## src/rtl/robs_control.sv

```systemverilog
// Control sequencer for the 8-bit signed Robertson's multiplier datapath.
// Drives the 15-bit datapath control word and reports busy/done.
//
//   state    | meaning
//   ---------+----------------------------------------------------------
//   IDLE     | waiting for start, datapath untouched
//   LOAD     | load y and x, clear counter and a
//   INIT     | r = {a, x} = {0, multiplier}
//   DEC      | decrement iteration counter
//   TEST     | capture last-iteration flag, branch on r[0]
//   ADD_WAIT | registered adder settling (ADD_LAT cycles)
//   ADD_WB   | rh <= alu (add y, or subtract y on the last iteration)
//   SH       | shift register takes r >>> 1
//   SHWB     | r <= shifted value, loop or finish
//   FINAL    | {a, x} <= r, product now readable
//   DONE     | one-cycle done pulse, start here chains the next multiply
module robs_control #(
    parameter int ADD_LAT = 1
) (
    input  logic        clk,
    input  logic        reset,
    input  logic        start,
    input  logic        zr,
    input  logic        zq,
    output logic [14:0] c,
    output logic        busy,
    output logic        done
);

    localparam int WW = (ADD_LAT > 1) ? $clog2(ADD_LAT) : 1;
    localparam logic [WW-1:0] WAIT_LOAD = WW'(ADD_LAT - 1);

    typedef enum logic [3:0] {
        S_IDLE,
        S_LOAD,
        S_INIT,
        S_DEC,
        S_TEST,
        S_ADD_WAIT,
        S_ADD_WB,
        S_SH,
        S_SHWB,
        S_FINAL,
        S_DONE
    } state_t;

    state_t          state_q, state_d;
    logic            last_q, last_d;
    logic [WW-1:0]   wait_q, wait_d;
    logic [14:0]     c_q, c_d;
    logic            busy_q, busy_d;
    logic            done_q, done_d;

    function automatic logic [14:0] decode_c(input state_t s, input logic lst);
        logic [14:0] v;
        v = '0;
        case (s)
            S_LOAD: begin
                v[0] = 1'b1;
                v[1] = 1'b1;
                v[2] = 1'b1;
                v[3] = 1'b1;
            end
            S_INIT: begin
                v[8] = 1'b1;
                v[9] = 1'b1;
            end
            S_DEC: v[13] = 1'b1;
            S_ADD_WAIT: v[10] = ~lst;
            S_ADD_WB: begin
                v[10]  = ~lst;
                v[8]   = 1'b1;
                v[5:4] = 2'd2;
            end
            S_SH: begin
                v[12] = 1'b1;
                v[11] = 1'b1;
            end
            S_SHWB: begin
                v[8]   = 1'b1;
                v[9]   = 1'b1;
                v[5:4] = 2'd1;
                v[6]   = 1'b1;
            end
            S_FINAL: begin
                v[14] = 1'b1;
                v[3]  = 1'b1;
                v[7]  = 1'b1;
            end
            default: v = '0;
        endcase
        return v;
    endfunction

    always_comb begin
        state_d = state_q;
        last_d  = last_q;
        wait_d  = wait_q;
        case (state_q)
            S_IDLE:  if (start) state_d = S_LOAD;
            S_LOAD:  state_d = S_INIT;
            S_INIT:  state_d = S_DEC;
            S_DEC:   state_d = S_TEST;
            S_TEST: begin
                last_d = zq;
                if (zr) begin
                    state_d = S_SH;
                end else begin
                    state_d = S_ADD_WAIT;
                    wait_d  = WAIT_LOAD;
                end
            end
            S_ADD_WAIT: begin
                if (wait_q == '0) state_d = S_ADD_WB;
                else              wait_d  = wait_q - 1'b1;
            end
            S_ADD_WB: state_d = S_SH;
            S_SH:     state_d = S_SHWB;
            S_SHWB:   state_d = last_q ? S_FINAL : S_DEC;
            S_FINAL:  state_d = S_DONE;
            S_DONE:   state_d = start ? S_LOAD : S_IDLE;
            default:  state_d = S_IDLE;
        endcase
        // Outputs are registered, so decode the state being entered.
        c_d    = decode_c(state_d, last_d);
        busy_d = (state_d != S_IDLE) && (state_d != S_DONE);
        done_d = (state_d == S_DONE);
    end

    always_ff @(posedge clk or posedge reset) begin
        if (reset) begin
            state_q <= S_IDLE;
            last_q  <= 1'b0;
            wait_q  <= '0;
            c_q     <= '0;
            busy_q  <= 1'b0;
            done_q  <= 1'b0;
        end else begin
            state_q <= state_d;
            last_q  <= last_d;
            wait_q  <= wait_d;
            c_q     <= c_d;
            busy_q  <= busy_d;
            done_q  <= done_d;
        end
    end

    assign c    = c_q;
    assign busy = busy_q;
    assign done = done_q;

endmodule

```

## config.mk

```make
export PLATFORM = sky130hd
export DESIGN_NAME = robs_control
export DESIGN_NICKNAME = d
export VERILOG_FILES = /design/src/rtl/robs_control.sv
export SDC_FILE = /design/constraint.sdc
export NUM_CORES = 1
export LEC_CHECK = 0
export CAP_MARGIN = 30
export CORE_UTILIZATION = 46
export CTS_CLUSTER_SIZE = 8
export DETAILED_ROUTE_END_ITERATION = 7
export GPL_ROUTABILITY_DRIVEN = 1
export HOLD_SLACK_MARGIN = 0.15
export PLACE_DENSITY = 0.79
export SYNTH_ARGS = -nofsm -noshare
export SYNTH_HDL_FRONTEND = slang
export SYNTH_SLANG_ARGS = --single-unit
```

## constraint.sdc

```tcl
create_clock -name clk -period 2.1 [get_ports clk]
set_input_delay 0.63 -clock clk [delete_from_list [all_inputs] [get_ports clk]]
set_output_delay 0.63 -clock clk [all_outputs]
set_load 0.005 [all_outputs]
```

==> out/qor.yml, run 1 <==
route:
  routed_wl_um: 1348
  routedWlPerCell_um: 11.42
  vias: 595
  vias_per_cell: 5.042
  ant_nets: 0
  drt-initial-drc-count: 11
  first_pass_iters: 4
  drc: 0
setup_path:
  worstPathCellList: "clkdlybuf4s50_1"
  endpoint: "c[1]"
  crit_family: "buffers and inverters"
  crit_fanout: 3
  critical_path_depth: 1
  r2r_end: "c[10]"
  start_kind: "flop"
  cp_slowest_cell: "clkdlybuf4s50_1"
  critPathCaptureType: "output pin"
  cp_num_buf_inv: 1
  startpoint: "c[2]"
  worstRegToRegCells: 4
  max_stage_delay_ns: 0.51
  worst-setup-path-type: "flop to output pin"
  rrSetupSlack_ns: 0.44
  r2r-start: "state_q[2]"
  crit_required_ns: 1.47
  arrival_ns: 1.17
grt:
  grt_pass1_vias: 485
  grt_overflow: 0
  antenna_found_initial: 0
  grt_pass1_wl_um: 2256
  grt_use_total_pct: 16.47
  grt_max_degree: 19
clocking:
  cts_buffer_depth: 2
  root_buffer: "clkbuf_4"
  postCtsSetupRepairBufs: 0
  clock-sinks: 18
  path_clk_slew_ns: 0.10
  cts_tree: "built"
  insertion_delay_ns: 0.29
  cts_buffers: 3
  cts_resized: 0
  htree_levels: 1
  hold_buffers: 0
power_and_ir_drop:
  p_per_area_mw_per_mm2: 1471
  p_leak_nw: 0.4559
  ir_drop_v: 0.0008880
synth:
  ys_warn_count: 0
  yosysSeqAreaShare_pct: 53.65
  ys_ff_latch: 18
  synth_edf_count: 0
  synth-async-reset-ratio_pct: 100.0
  synth_fa_ha_area_share_pct: 0
  synthMuxAreaShare_pct: 2.683
  netlist_instances: 74
  synth-compound-area-share_pct: 10.28
  synth-xor-area-share_pct: 4.173
  synthFlopType: "dfrtp_1"
  synth_top_family_by_area: "simple AND/OR/NAND/NOR gates"
  synth.distinct_cells: 27
  synthesis.area_um2: 839.6
  syn-num-nets: 79
  synthSimpleGateAreaFrac_pct: 17.88
  syn_area_per_cell_um2: 11.35
place:
  place.gp.congestion: 0.7465
  port_buffers: 21
  hpwl_um: 960.1
timing:
  tightest_slew_ns: 0.4678
  fmax_mhz: 557.0
  post-route-period-util_pct: 85.50
  skew_ns: 0.001148
  slew_viol_final: 0
  rsz0062_at_grt: "no"
  maxSlewHeadroom_pct: 68.81
  layout_min_cycle_time_ns: 1.795
  hold_slack_ns: 0.6366
  timing_hold_violations_final: 0
  setup_viol: 0
  setup_tns_ns: 0
layout:
  area_growth_pct: 26.38
  layout.nets: 99
  antenna_cells: 0
  seq_area_um2: 450.4
  drive_above_1_share_pct: 18.28
  multi_input_area_um2: 294.0
  fillers: 160
  final_cell_mix: "clkdlybuf4s50_1, dfrtp_1, nor2_1"
  mostFrequentLayoutCell: "clkdlybuf4s50_1"
floorplan:
  die-area_mm2: 0.002000
  start_util_pct: 48.62
  fp-row-count: 15
  die_h_um: 44.72
  num_io_pins: 22
  die_x_um: 44.72
  core_mm2: 0.001727
flow_run:
  drv_cap: 0
min_path:
  min_path_type: "input port to async pin"
run_status:
  status: "finished, final reports clean"
[metal layers]
layer  track usage (%)  vias up  share of wire, %
met5                 0        -                 0
li1                  -      285                 -
met3             6.000        4               5.6
met4             9.091        0               1.9
met1             19.95      286                41
met2             25.59       20                52
[through the flow]
stage                     worst slack (ns)  total power [W]  cells  util, %  instance area, um2
after floorplan                     0.6504         0.001190     74        -               839.6
after global placement              0.1226         0.001338    114    59.35                1025
after detailed placement           0.07921         0.001364    114    59.35                1025
after CTS                           0.2937         0.001572    118    61.45                1061
after global routing                0.2348         0.001690    118    61.45                1061
final                               0.3046         0.001561    118    61.45                1061
[logic make-up (layout without fill, tap and decap cells)]
| kind of cell | count (synthesis) | after routing |
|---|---|---|
| xor gates and xnor gates | 4 | 4 |
| AOI/OAI and AO/OA | 10 | 10 |
| muxes | 2 | 2 |
| buffers and inverters | 12 | 31 |
| DFF | 18 | 18 |
| and+or+nand+nor | 28 | 28 |
[synthesized netlist by cell type (2+ instances only)]
| library cell | count | area, um2 |
|---|---|---|
| nand2_1 | 4 | 15.01 |
| nor3_1 | 6 | 30.03 |
| nor4_1 | 2 | 12.51 |
| dfrtp_1 | 18 | 450.4 |
| mux2_2 | 2 | 22.52 |
| a22oi_1 | 2 | 15.01 |
| nor3b_1 | 2 | 15.01 |
| buf_4 | 6 | 45.04 |
| nor2_1 | 8 | 30.03 |
| xnor2_1 | 3 | 26.28 |
| a21oi_1 | 2 | 10.01 |
| inv_1 | 2 | 7.510 |
| buf_6 | 3 | 33.78 |
[power breakdown]
| part | internal [W] | switching, W |
|---|---|---|
| Clock | 0.000106 | 0.000103 |
| Sequential | 0.000464 | 0.000172 |
| Combinational | 0.000392 | 0.000324 |
[cell type report]
type,instances,area share (%)
clock buffer,4,3.420
inverter,3,1.533
multi-input combinational,44,27.71
sequential,18,42.45
tap,25,2.948
timing repair buffer,24,21.93
[how the worst min path moves through the flow]
stage	from	endpoint	slack (ns)	cells after the start
CTS	reset	c[8]	0.65	3
finish	reset	done	0.64	3
global route	reset	c[8]	0.64	3
floorplan	state_q[2]	c[3]	0.54	2
global placement	last_q	c[7]	0.62	1
detailed placement	last_q	c[7]	0.63	1
[state kept, by name, summed over array words and instances, names as in the netlist]
signal,count
c,11
state_q,4
busy,1
done,1
last_q,1
Power figures use the tool's default switching activity.
==> run 2: changes to the inputs <==
--- a/config.mk
+++ b/config.mk
@@ -12,6 +12,7 @@
 export GPL_ROUTABILITY_DRIVEN = 1
 export HOLD_SLACK_MARGIN = 0.15
 export PLACE_DENSITY = 0.79
+export SKIP_CTS_REPAIR_TIMING = 1
 export SYNTH_ARGS = -nofsm -noshare
 export SYNTH_HDL_FRONTEND = slang
 export SYNTH_SLANG_ARGS = --single-unit
==> results of run 2 <==
Final layout, timing and power as in run 1 (identical DEF).
